--- config.mk ---
export PLATFORM = sky130hd
export DESIGN_NAME = pc_unit
export DESIGN_NICKNAME = d
export VERILOG_FILES = /design/src/rtl/pc_pkg.sv /design/src/rtl/pc_next_sel.sv /design/src/rtl/pc_unit.sv
export SDC_FILE = /design/constraint.sdc
export NUM_CORES = 1
export LEC_CHECK = 0
export CORE_MARGIN = 3
export CORE_UTILIZATION = 50
export DETAILED_ROUTE_END_ITERATION = 6
export PLACE_DENSITY = 0.95
export SKIP_CTS_REPAIR_TIMING = 1
export SLEW_MARGIN = 20
export SYNTH_ARGS = -nofsm -noshare
export SYNTH_HDL_FRONTEND = slang
export SYNTH_SLANG_ARGS = --single-unit
--- constraint.sdc ---
create_clock -name clk -period 8.6 [get_ports clk]
set_clock_uncertainty 0.2 [all_clocks]
set_input_delay 0.86 -clock clk [delete_from_list [all_inputs] [get_ports clk]]
set_output_delay 0.86 -clock clk [all_outputs]
set_load 0.02 [all_outputs]
--- src/rtl/pc_pkg.sv ---
//==============================================================================
// Module      : pc_pkg
// Description : Shared types and constants for the program-counter unit.
// Revision    : 1.0 - initial release
//==============================================================================
`default_nettype none

package pc_pkg;

    typedef enum logic {
        RUN = 1'b0,
        EXC = 1'b1
    } pc_state_t;

    typedef enum logic [2:0] {
        SRC_EXC  = 3'd0,
        SRC_ERET = 3'd1,
        SRC_HOLD = 3'd2,
        SRC_JR   = 3'd3,
        SRC_J    = 3'd4,
        SRC_BR   = 3'd5,
        SRC_SEQ  = 3'd6
    } pc_src_t;

    localparam int JIDX_W = 26;

endpackage

`default_nettype wire

--- src/rtl/pc_next_sel.sv ---
//==============================================================================
// Module      : pc_next_sel
// Description : Combinational next-PC source priority and target computation.
// Revision    : 1.0 - initial release
//==============================================================================
`default_nettype none

module pc_next_sel
    import pc_pkg::*;
#(
    parameter int               WIDTH   = 32,
    parameter logic [WIDTH-1:0] EXC_VEC = WIDTH'(32'h0000_0080)
) (
    input  logic [WIDTH-1:0]  i_pc,
    input  logic [WIDTH-1:0]  i_pc_plus,
    input  logic [WIDTH-1:0]  i_epc,
    input  pc_state_t         i_state,
    input  logic              i_stall,
    input  logic              i_branch,
    input  logic              i_branch_ne,
    input  logic              i_zero,
    input  logic [WIDTH-1:0]  i_shift_left,
    input  logic              i_jump,
    input  logic [JIDX_W-1:0] i_jump_index,
    input  logic              i_jump_reg,
    input  logic [WIDTH-1:0]  i_reg_target,
    input  logic              i_exception,
    input  logic              i_eret,
    output pc_src_t           o_src,
    output logic [WIDTH-1:0]  o_next_pc,
    output logic              o_misalign
);

    logic [WIDTH-1:0] w_jump_target;
    logic             w_taken;

    // At the minimum width the jump field fills the whole address.
    if (WIDTH > 28) begin : g_jt_upper
        assign w_jump_target = {i_pc_plus[WIDTH-1:28], i_jump_index, 2'b00};
    end else begin : g_jt_narrow
        assign w_jump_target = {i_jump_index, 2'b00};
    end

    assign w_taken    = i_branch & (i_zero ^ i_branch_ne);
    assign o_misalign = i_jump_reg & (i_reg_target[1:0] != 2'b00);

    always_comb begin
        o_src     = SRC_SEQ;
        o_next_pc = i_pc_plus;
        if (i_exception || o_misalign) begin
            o_src     = SRC_EXC;
            o_next_pc = EXC_VEC;
        end else if (i_eret && (i_state == EXC)) begin
            o_src     = SRC_ERET;
            o_next_pc = i_epc;
        end else if (i_stall) begin
            o_src     = SRC_HOLD;
            o_next_pc = i_pc;
        end else if (i_jump_reg) begin
            o_src     = SRC_JR;
            o_next_pc = i_reg_target;
        end else if (i_jump) begin
            o_src     = SRC_J;
            o_next_pc = w_jump_target;
        end else if (w_taken) begin
            o_src     = SRC_BR;
            o_next_pc = i_pc_plus + i_shift_left;
        end
    end

endmodule

`default_nettype wire

--- src/rtl/pc_unit.sv ---
//==============================================================================
// Module      : pc_unit
// Description : MIPS program counter with stall, exception vector, EPC and eret.
// Revision    : 1.0 - initial release
//==============================================================================
`default_nettype none

module pc_unit
    import pc_pkg::*;
#(
    parameter int               WIDTH     = 32,
    parameter logic [WIDTH-1:0] RESET_VEC = WIDTH'(32'h0000_0000),
    parameter logic [WIDTH-1:0] EXC_VEC   = WIDTH'(32'h0000_0080),
    parameter int               INC       = 4
) (
    input  logic              clk,
    input  logic              rst,
    input  logic              stall,
    input  logic              Branch,
    input  logic              branch_ne,
    input  logic              Zero,
    input  logic [WIDTH-1:0]  shift_left_in,
    input  logic              jump,
    input  logic [JIDX_W-1:0] jump_index,
    input  logic              jump_reg,
    input  logic [WIDTH-1:0]  reg_target,
    input  logic              exception,
    input  logic              eret,
    output logic [WIDTH-1:0]  pc,
    output logic [WIDTH-1:0]  pc_plus,
    output logic [WIDTH-1:0]  epc,
    output logic              in_handler,
    output logic              addr_err
);

    localparam logic [WIDTH-1:0] c_inc = WIDTH'(INC);

    logic [WIDTH-1:0] r_pc;
    logic [WIDTH-1:0] r_epc;
    logic             r_addr_err;
    pc_state_t        r_state;
    pc_state_t        w_state_next;
    pc_src_t          w_src;
    logic [WIDTH-1:0] w_next_pc;
    logic             w_misalign;

    assign pc_plus = r_pc + c_inc;

    pc_next_sel #(
        .WIDTH   (WIDTH),
        .EXC_VEC (EXC_VEC)
    ) u_next_sel (
        .i_pc         (r_pc),
        .i_pc_plus    (pc_plus),
        .i_epc        (r_epc),
        .i_state      (r_state),
        .i_stall      (stall),
        .i_branch     (Branch),
        .i_branch_ne  (branch_ne),
        .i_zero       (Zero),
        .i_shift_left (shift_left_in),
        .i_jump       (jump),
        .i_jump_index (jump_index),
        .i_jump_reg   (jump_reg),
        .i_reg_target (reg_target),
        .i_exception  (exception),
        .i_eret       (eret),
        .o_src        (w_src),
        .o_next_pc    (w_next_pc),
        .o_misalign   (w_misalign)
    );

    always_comb begin
        w_state_next = r_state;
        if (w_src == SRC_EXC) begin
            w_state_next = EXC;
        end else if (w_src == SRC_ERET) begin
            w_state_next = RUN;
        end
    end

    always_ff @(posedge clk) begin
        if (!rst) begin
            r_state    <= RUN;
            r_pc       <= RESET_VEC;
            r_epc      <= '0;
            r_addr_err <= 1'b0;
        end else begin
            r_state    <= w_state_next;
            r_pc       <= w_next_pc;
            r_addr_err <= w_misalign;
            // A nested exception keeps the original return address.
            if ((w_src == SRC_EXC) && (r_state == RUN)) begin
                r_epc <= r_pc;
            end
        end
    end

    assign pc         = r_pc;
    assign epc        = r_epc;
    assign in_handler = (r_state == EXC);
    assign addr_err   = r_addr_err;

endmodule

`default_nettype wire

==> impl_metrics.csv, run 1 <==
group,metric,value,unit
route,dr.pass1.iters,6,
power_and_ir_drop,power.internal,0.722,mW
critical_path,crit_required,8590,ps
synth,avgSynthCellArea,7.02,sq um
power_and_ir_drop,netSwitchingPower,0.325,mW
grt,grt_pass1_wl,36200,um
placement,portBuffers,197,
sta,fmax,210,MHz
sta,finalCritPeriodShare,55.5,%
critical_path,crit_type,"reg -> reg",
finish,fin_nets,1120,
floorplanning,pin_count,198,
synth,mappedNetlistArea,0.00573,sq mm
synth,synthAdderAreaFrac,8.87,%
route,vias,7300,
floorplanning,dieArea,0.0128,sq mm
sta,rsz0062_at_grt,"false",
critical_path,critPathMaxFanout,7,
floorplanning,start_util,51.9,%
power_and_ir_drop,leakagePower,3.03,nW
sta,slew_headroom,30.0,%
job,cap_viol_max_count,0,
route,antenna_left,0,
synth,yosys.area.top_type,"dfxtp_1",
synth,seq_area_frac_synth,23.1,%
synth,syn_inst,816,
sta,setup_slack,3830,ps
outcome,status,"finished clean",
route,drt_wl_total,23600,um
synth,synth-warning-count,0,
power_and_ir_drop,p_per_area,130,mW/mm^2
clock_tree,clock_sinks,66,
power_and_ir_drop,combPwrFrac,27.6,%
placement,place_ws,4110,ps
synth,synthMuxAreaShare,0.699,%
placement,hpwl,17000,um
finish,diodes,0,
route,drt_iter0_drc,959,
clock_tree,cts_buffer_depth,2,
finish,layout-drive-gt1-share,3.55,%
grt,grt_use_total,35.4,%
sta,setup_violations,0,
critical_path,crit_path_start_kind,"flip-flop",
synth,synth_compound_gate_area_share,29.1,%
critical_path,crit_path_end_kind,"flip-flop",
critical_path,crit_arrival,4760,ps
floorplanning,num_rows,38,
sta,finalCriticalPeriod,4770,ps
grt,overflow,0,
synth,synthArstFlopShare,0,%
finish,synthToLayoutAreaGrowth,40.8,%
grt,grt_pass1_vias,6720,
floorplanning,core,0.0110,sq mm
clock_tree,clkSlewWorstSetupHoldPaths,60,ps
synth,synthDistinctLibCells,67,
clock_tree,ctsRootBufferMaster,"clkbuf_16",
synth,synth-simple-area-share,25.9,%
synth,synth_top_family_by_area,"compound AO/OA/AOI/OAI gates",
clock_tree,cts_tree,"done",
clock_tree,clk_latency,330,ps
clock_tree,cts_htree_levels,3,
worst_hold_path,hold_path.class,"reg -> reg",
sta,hold_viol_final,0,
synth,synth_xor_area_share,7.78,%
clock_tree,cts_made_buffers,9,
synth,yosys_most_used_dff,"dfxtp_1",
synth,synth_top_area_share,23.1,%
power_and_ir_drop,p_seq_share,31.4,%
synth,synth-edff-count,0,
sta,tightest_slew,1050,ps
power_and_ir_drop,swShare,31.0,%
power_and_ir_drop,ir_drop,0.104,mV
route,drc,0,
grt,grt_max_degree,51,
floorplanning,die_w,113,um
route,wl_per_cell,21.0,um
power_and_ir_drop,p_clk_share,41.0,%
synth,synth-seq-cells,66,
sta,final.setup.tns,0,ps
sta,drv_slew,0,
synth,yosys-top-cells-area,"dfxtp_1 (23%), nand2_1 (9.8%), ha_1 (8.5%)",
floorplanning,dieHeight,113,um
placement,gp_congestion,0.960,
route,viasPerCell,6.49,
grt,antenna_found_initial,0,
synth,synth_fp_nets,956,
[power by group through the flow]
stage               Combinational, mW  Clock, mW  Sequential (mW)
global placement                0.275          0            0.334
floorplan                       0.148          0            0.340
finish                          0.289      0.429            0.328
detailed placement              0.278          0            0.334
CTS                             0.282      0.425            0.327
global route                    0.306      0.442            0.329
[placed cells by master (no fill, tap or decap), types with 7 or more instances in the layout]
| cell | Yosys | layout |
|---|---|---|
| nor3_1 | 22 | 21 |
| buf_4 | 4 | 7 |
| a21oi_1 | 90 | 90 |
| o211ai_1 | 21 | 21 |
| nand2_1 | 149 | 148 |
| dfxtp_1 | 66 | 66 |
| ha_1 | 39 | 39 |
| o21ai_0 | 56 | 56 |
| inv_1 | 13 | 13 |
| xor2_1 | 18 | 18 |
| nor2_1 | 59 | 58 |
| clkbuf_16 | 0 | 9 |
| nand2b_1 | 8 | 8 |
| a211oi_1 | 7 | 7 |
| a21o_1 | 16 | 16 |
| o21a_1 | 9 | 9 |
| nand4_1 | 9 | 9 |
| xnor2_1 | 31 | 31 |
| nand3_1 | 34 | 34 |
| a31oi_1 | 11 | 11 |
| and3_1 | 10 | 10 |
| clkdlybuf4s50_1 | 0 | 196 |
[stage by stage]
step / total power, mW / cells / hold WS (ps) / utilization [%] / cell area [sq um]
final: 1.05 / 1125 / 275 / 73.1 / 8070
after global routing: 1.08 / 1125 / 288 / 73.1 / 8070
after CTS: 1.03 / 1125 / 273 / 73.1 / 8060
after detailed placement: 0.612 / 1109 / 264 / 70.0 / 7720
after global placement: 0.609 / 1109 / 255 / 70.0 / 7720
after floorplan: 0.488 / 816 / 342 / - / 5730
[cells in the mapped netlist (4+ instances only)]
master    instances
xor2_1           18
a211oi_1          7
a21oi_1          90
nand3_1          34
o21ai_0          56
clkbuf_1         41
buf_4             4
a221oi_1          4
or3_1             4
nand4_1           9
o211ai_1         21
o21a_1            9
inv_1            13
nor3_1           22
nor2_1           59
mux2i_1           4
nor4_1            6
and3_1           10
a21o_1           16
a31oi_1          11
dfxtp_1          66
nand2_1         149
o31ai_1           6
buf_1             4
and4_1            5
o22ai_1           4
nor2b_1           5
and2_1            4
nand2b_1          8
xnor2_1          31
ha_1             39
[final timing paths]
check / startpoint / end / slack, ps / cells past startpoint
max: pc[10] / pc[25] / 3830 / 14
min: epc[26] / epc[26] / 280 / 2
max reg2reg: pc[10] / pc[25] / 3830 / 14
min reg2reg: epc[26] / epc[26] / 280 / 2
[state kept, by name, indices dropped and copies added, names as in the netlist]
| name | count |
|---|---|
| epc | 32 |
| in_handler | 1 |
| addr_err | 1 |
| pc | 32 |
[area by class of cell]
type / instances / area (sq um)
Clock buffer: 9 / 225
Clock inverter: 7 / 118
Fill cell: 841 / 2960
Inverter: 15 / 56.3
Multi-Input combinational cell: 684 / 4150
Sequential cell: 66 / 1320
Tap cell: 140 / 175
Timing Repair Buffer: 204 / 2020
[cells by family (layout without fill, tap and decap cells)]
group | Yosys count | in the layout
AND/OR/NAND/NOR | 325 | 325
XOR/XNOR | 50 | 50
AO/OA/AOI/OAI | 265 | 265
flip-flops | 66 | 66
buffers and inverters | 66 | 235
adder cells (fa/ha/maj) | 40 | 40
multiplexers | 4 | 4
[per-layer routing]
| metal | GRT usage, % | wire length (um) | part of all wire (%) |
|---|---|---|---|
| met1 | 46.5 | 8980 | 38 |
| met4 | 14.9 | 1070 | 4.5 |
| met2 | 55.1 | 10500 | 44 |
| met5 | 0 | 0 | 0 |
| met3 | 9.41 | 3060 | 13 |
[critical path, cell delays in order (launching register included)]
cell	delay, ps
dfxtp_1	480
and4_1	310
and4_1	380
nand3_1	270
xnor2_1	520
ha_1	390
o21ai_0	220
o21bai_1	150
a21o_1	210
a211oi_1	240
o31a_1	290
o31ai_1	130
xor2_1	180
a2111oi_0	600
nor3_1	80
(Power assumes the default switching activity.)
==> inputs of run 2 (changes only) <==
--- a/config.mk
+++ b/config.mk
@@ -6,9 +6,9 @@
 export NUM_CORES = 1
 export LEC_CHECK = 0
 export CORE_MARGIN = 3
-export CORE_UTILIZATION = 50
+export CORE_UTILIZATION = 42
 export DETAILED_ROUTE_END_ITERATION = 6
-export PLACE_DENSITY = 0.95
+export PLACE_DENSITY = 0.87
 export SKIP_CTS_REPAIR_TIMING = 1
 export SLEW_MARGIN = 20
 export SYNTH_ARGS = -nofsm -noshare
==> constraint.sdc (replaced) <==
create_clock -name clk -period 4.3 [get_ports clk]
set_clock_uncertainty 0.2 [all_clocks]
set_input_delay 0.43 -clock clk [delete_from_list [all_inputs] [get_ports clk]]
set_output_delay 0.43 -clock clk [all_outputs]
set_load 0.02 [all_outputs]
==> impl_metrics.csv, run 2 (synthesis gave the netlist of run 1 again) <==
group,metric,value,unit
outcome,status,"finished clean",
route,viasPerCell,6.06,
grt,antenna_found_initial,0,
clock_tree,cts_made_buffers,9,
power_and_ir_drop,leakagePower,3.17,nW
route,dr.pass1.iters,5,
critical_path,crit_type,"reg -> reg",
worst_hold_path,hold_path.class,"reg -> reg",
grt,grt_pass1_vias,6733,
clock_tree,cts_htree_levels,3,
power_and_ir_drop,power.total,1.98,mW
floorplanning,num_rows,42,
floorplanning,dieArea,0.0151,sq mm
sta,slew_headroom,36.3,%
route,drt_iter0_drc,833,
finish,diodes,0,
finish,final_common_cell,"clkdlybuf4s50_1",
job,cap_viol_max_count,0,
placement,hpwl,17900,um
clock_tree,clock_sinks,66,
critical_path,crit_chain,"and4_1, and4_1, nand3_2, xnor2_2, ha_1, o21ai_0, o21bai_1, a21o_1, a211oi_1, o31a_1, o31ai_1, xor2_1, a2111oi_0, nor3_1",
grt,grt_pass1_wl,36200,um
route,drt_wl_total,24100,um
route,antenna_left,0,
critical_path,slowest_delay,430,ps
critical_path,crit_path_start_kind,"flip-flop",
worst_hold_path,whs_path_depth,2,
critical_path,worst-path-buf-inv,0,
clock_tree,cts_buffer_depth,2,
floorplanning,die_w,123,um
route,wl_per_cell,20.3,um
finish,fin_nets,1146,
critical_path,crit_path_end_kind,"flip-flop",
finish,layout-drive-gt1-share,7.02,%
grt,grt_use_total,31.0,%
sta,final.setup.tns,0,ps
sta,setup_violations,0,
sta,finalCriticalPeriod,4020,ps
placement,gp_congestion,0.998,
critical_path,crit_arrival,4010,ps
floorplanning,dieHeight,123,um
power_and_ir_drop,p_per_area,239,mW/mm^2
power_and_ir_drop,ir_drop,0.201,mV
route,drc,0,
sta,hold_viol_final,0,
floorplanning,core,0.0133,sq mm
clock_tree,cts_tree,"done",
sta,rsz0062_at_grt,"false",
critical_path,crit_required,4280,ps
route,vias,7197,
critical_path,critical_path.most_common_cell,"and4_1",
critical_path,cp.depth,14,
clock_tree,clk_latency,330,ps
sta,fmax,249,MHz
critical_path,crit_family,"compound AO/OA/AOI/OAI gates",
finish,final_cell_mix,"clkdlybuf4s50_1 (195), nand2_1 (149), a21oi_1 (89)",
critical_path,slowest_stage,"dfxtp_1",
floorplanning,pin_count,198,
floorplanning,start_util,43.1,%
sta,finalCritPeriodShare,93.5,%
grt,grt_max_degree,51,
sta,tightest_slew,956,ps
clock_tree,ctsRootBufferMaster,"clkbuf_16",
placement,portBuffers,197,
finish,fillers,1184,
critical_path,ff2ff_path_depth,14,
finish,synthToLayoutAreaGrowth,45.0,%
grt,overflow,0,
sta,drv_slew,0,
critical_path,critPathMaxFanout,6,
clock_tree,clkSlewWorstSetupHoldPaths,60,ps
-- run 2: cell types whose count changed in the layout (fill, tap and decap cells not counted), sizes merged --
| cell | change |
|---|---|
| bufinv | -2 |
| clkinvlp | +2 |
| clkbuf | +2 |
| buf | +27 |
| clkdlybuf4s50 | -1 |
| clkinv | -2 |
-- run 2: layer usage --
layer | vias to the layer above | track usage [%] | wire (um)
met5 | - | 0 | 0
li1 | 3339 | - | -
met4 | 0 | 15.6 | 1050
met3 | 82 | 8.62 | 2790
met1 | 3294 | 40.0 | 9410
met2 | 482 | 47.2 | 10800
-- run 2: final timing paths --
path | startpoint | end | slack [ps]
hold reg to reg | epc[26] | epc[26] | 270
hold / removal | epc[26] | epc[26] | 270
setup reg to reg | pc[6] | pc[25] | 280
setup / recovery | pc[6] | pc[25] | 280
-- run 2: worst register-to-register path: cells and delay by family, from the launching register on --
family | cells | cell delay (ps)
adders and majority gates | 1 | 330
xor gates and xnor gates | 2 | 430
DFF | 1 | 430
and+or+nand+nor | 4 | 870
AOI/OAI and AO/OA | 7 | 1600
-- run 2: power breakdown --
group	switching [mW]	total, mW	internal, mW	leakage (nW)
Sequential	0.0193	0.648	0.628	0.536
Clock	0.287	0.734	0.447	0.136
Combinational	0.339	0.600	0.261	2.50
Total	0.645	1.98	1.34	3.17
-- run 2: layout make-up --
cell class	instances	area [sq um]	area share [%]
Clock buffer	11	233	2.80
Clock inverter	5	55.1	0.663
Inverter	15	56.3	0.678
Multi-Input combinational cell	684	4210	50.7
Sequential cell	66	1320	15.9
Tap cell	176	220	2.65
Timing Repair Buffer	230	2210	26.6
-- run 2: through the flow --
stage	setup slack [ps]	instances	utilization, %	instance area, sq um	hold WS (ps)
6_report	277	1187	62.5	8300	272
5_1_grt	22.5	1187	62.5	8300	293
4_1_cts	95.2	1182	61.7	8210	269
3_5_place_dp	115	1166	59.6	7920	262
3_3_place_gp	210	1166	59.6	7920	254
2_1_floorplan	129	816	-	5730	342
==> RTL change (flow settings as in run 1) <==
Remove the register `r_addr_err`: a continuous assignment takes its place, so the output `addr_err` follows one clock earlier.
--- a/src/rtl/pc_unit.sv
+++ b/src/rtl/pc_unit.sv
@@ -86,3 +86,2 @@
             r_epc      <= '0;
-            r_addr_err <= 1'b0;
         end else begin
@@ -90,3 +89,2 @@
             r_pc       <= w_next_pc;
-            r_addr_err <= w_misalign;
             // A nested exception keeps the original return address.
@@ -97,2 +95,4 @@
     end
+
+    assign r_addr_err = w_misalign;
 
Check against the original RTL: not equivalent (Yosys sat finds a counterexample within 4 cycles, from zero or initial values and one cycle with rst low).
==> RTL change against run 1 <==
- final area is 0.26% higher
- total power decreased by 4.6%
- first-iteration DRC count grew 4.6%
- sequential cell count is 1 lower
- critical endpoint is now pc[26]$_SDFFE_PP0P_
- sequential share of layout area shrank 0.29 points
- highest routed layer unchanged
- synthesized cell count increased by 0.25%
- setup slack improved by 0.48 ns
- wire length decreased by 3.0%
- synthesized area up 0.33%
==> RTL change: results (changes against run 1) <==
* Adder-Cell Fraction of Synth Area at 8.840% (was 8.869%)
* Routability-driven placement congestion ratio at 0.9692 (was 0.9597)
* CTS root buffer: clkbuf_16 (unchanged)
* Top post-synthesis cells by area: dfxtp_1, nand2_1, ha_1 (unchanged)
* Post-Layout Cell Count at 1129 (was 1125)
* Initial DRC Count at 1003 (was 959)
* Post-synth top cells: nand2_1, a21oi_1, dfxtp_1, o21ai_0, nor2_1 (was nand2_1, a21oi_1, dfxtp_1, nor2_1, o21ai_0)
* Pleak at 2.960 nW (was 3.033 nW)
* Syn avg cell area at 7.025 µm² (was 7.020 µm²)
* Worst hold start: epc[5]$_SDFFE_PN0P_ (was epc[26]$_SDFFE_PN0P_)
* Pin count of the biggest net entering global routing at 47 (was 51)
* WP data arrival at 4.33 ns (was 4.76 ns)
* Worst IR drop on VDD at 0.1236 mV (was 0.1043 mV)
* Clock transition at the registers of the reported paths at 0.06 ns (about the same)
* Cell variety after synth at 63 (was 67)
* Sequential element share of the synthesized area at 22.64% (was 23.07%)
* Layout cells sized above 1 at 3.741% (was 3.553%)
* Combinational cell power at 0.000284 W (was 0.000289 W)
* Status: finished, final reports clean (unchanged)
* Clk pwr at 0.000392 W (was 0.000429 W)
* Worst Tran Pin Value at 0.9457 ns (was 1.047 ns)
* Via/cell ratio at 6.476 (was 6.489)
* DP Wirelength at 17350 µm (was 16980 µm)
* Placed cells at 1114 (was 1109)
* Vias in the first global route at 6713 (was 6720)
* Tot GR Track Use at 34.24% (was 35.41%)
* Pre-CTS WS at 4.393 ns (was 4.114 ns)
* Avg WL per Cell at 20.26 µm (was 20.97 µm)
* Net Switching at 0.0003060 W (was 0.0003249 W)
* Xor/xnor share of the synthesized area at 7.773% (was 7.776%)
* Global route overflow at 0 (unchanged)
* Crit path max fanout at 8 (was 7)
* Compound-gate portion of the synthesized area at 30.76% (was 29.10%)
* Placement-stage cell area at 7764 µm² (was 7721 µm²)
* Fill cells at 844 (was 841)
RTL change: cell types whose count changed after synthesis, sizes merged, moves of 6 or more:
cell   before  now
o22ai       4   12
a31oi      11   17
nor3       23   10
nor2       59   47
nand3      35   28
a21o       16    8
nand2     149  159
RTL change: path summary, 6_finish.rpt:
check / end / slack (ns) / depth (start not counted)
setup / recovery: pc[26]$_SDFFE_PP0P_ / 4.30 / 14
hold / removal: epc[5]$_SDFFE_PN0P_ / 0.27 / 2
setup reg to reg: pc[26]$_SDFFE_PP0P_ / 4.30 / 14
hold reg to reg: epc[5]$_SDFFE_PN0P_ / 0.27 / 2
RTL change: per-stage QoR:
step,power (W),utilization (%)
floorplan,0.0004823,-
global placement,0.0005995,70.38
detailed placement,0.0006024,70.38
CTS,0.0009870,73.28
global route,0.001028,73.32
finish,0.0009985,73.32
RTL change: layer usage:
metal,track usage [%],wire [µm],vias up
met5,0,0,-
met2,52.17,10220,595
met1,47.34,8618,3306
met3,7.219,3137,91
li1,-,-,3319
met4,13.30,895,0
RTL change: layout make-up:
cell class / count / area [µm²] / share of cell area, %
clock buffers: 10 / 239.0 / 2.955
clock inverters: 5 / 80.08 / 0.9901
inverters: 16 / 60.06 / 0.7426
multi-input cells: 688 / 4200 / 51.93
flip-flops and latches: 65 / 1301 / 16.09
well taps: 140 / 175.2 / 2.166
repair buffers: 205 / 2032 / 25.12
RTL change: critical path: stages, from the launching register on:
cell	delay [ns]
dfxtp_1	0.46
and4_1	0.29
nand4_1	0.28
nor2_1	0.25
nand3_1	0.12
xnor2_1	0.36
ha_1	0.23
nand4_1	0.11
or4b_1	0.52
a311o_1	0.33
a31oi_1	0.24
o21ai_1	0.12
a31oi_1	0.17
mux2_1	0.34
a31oi_1	0.18
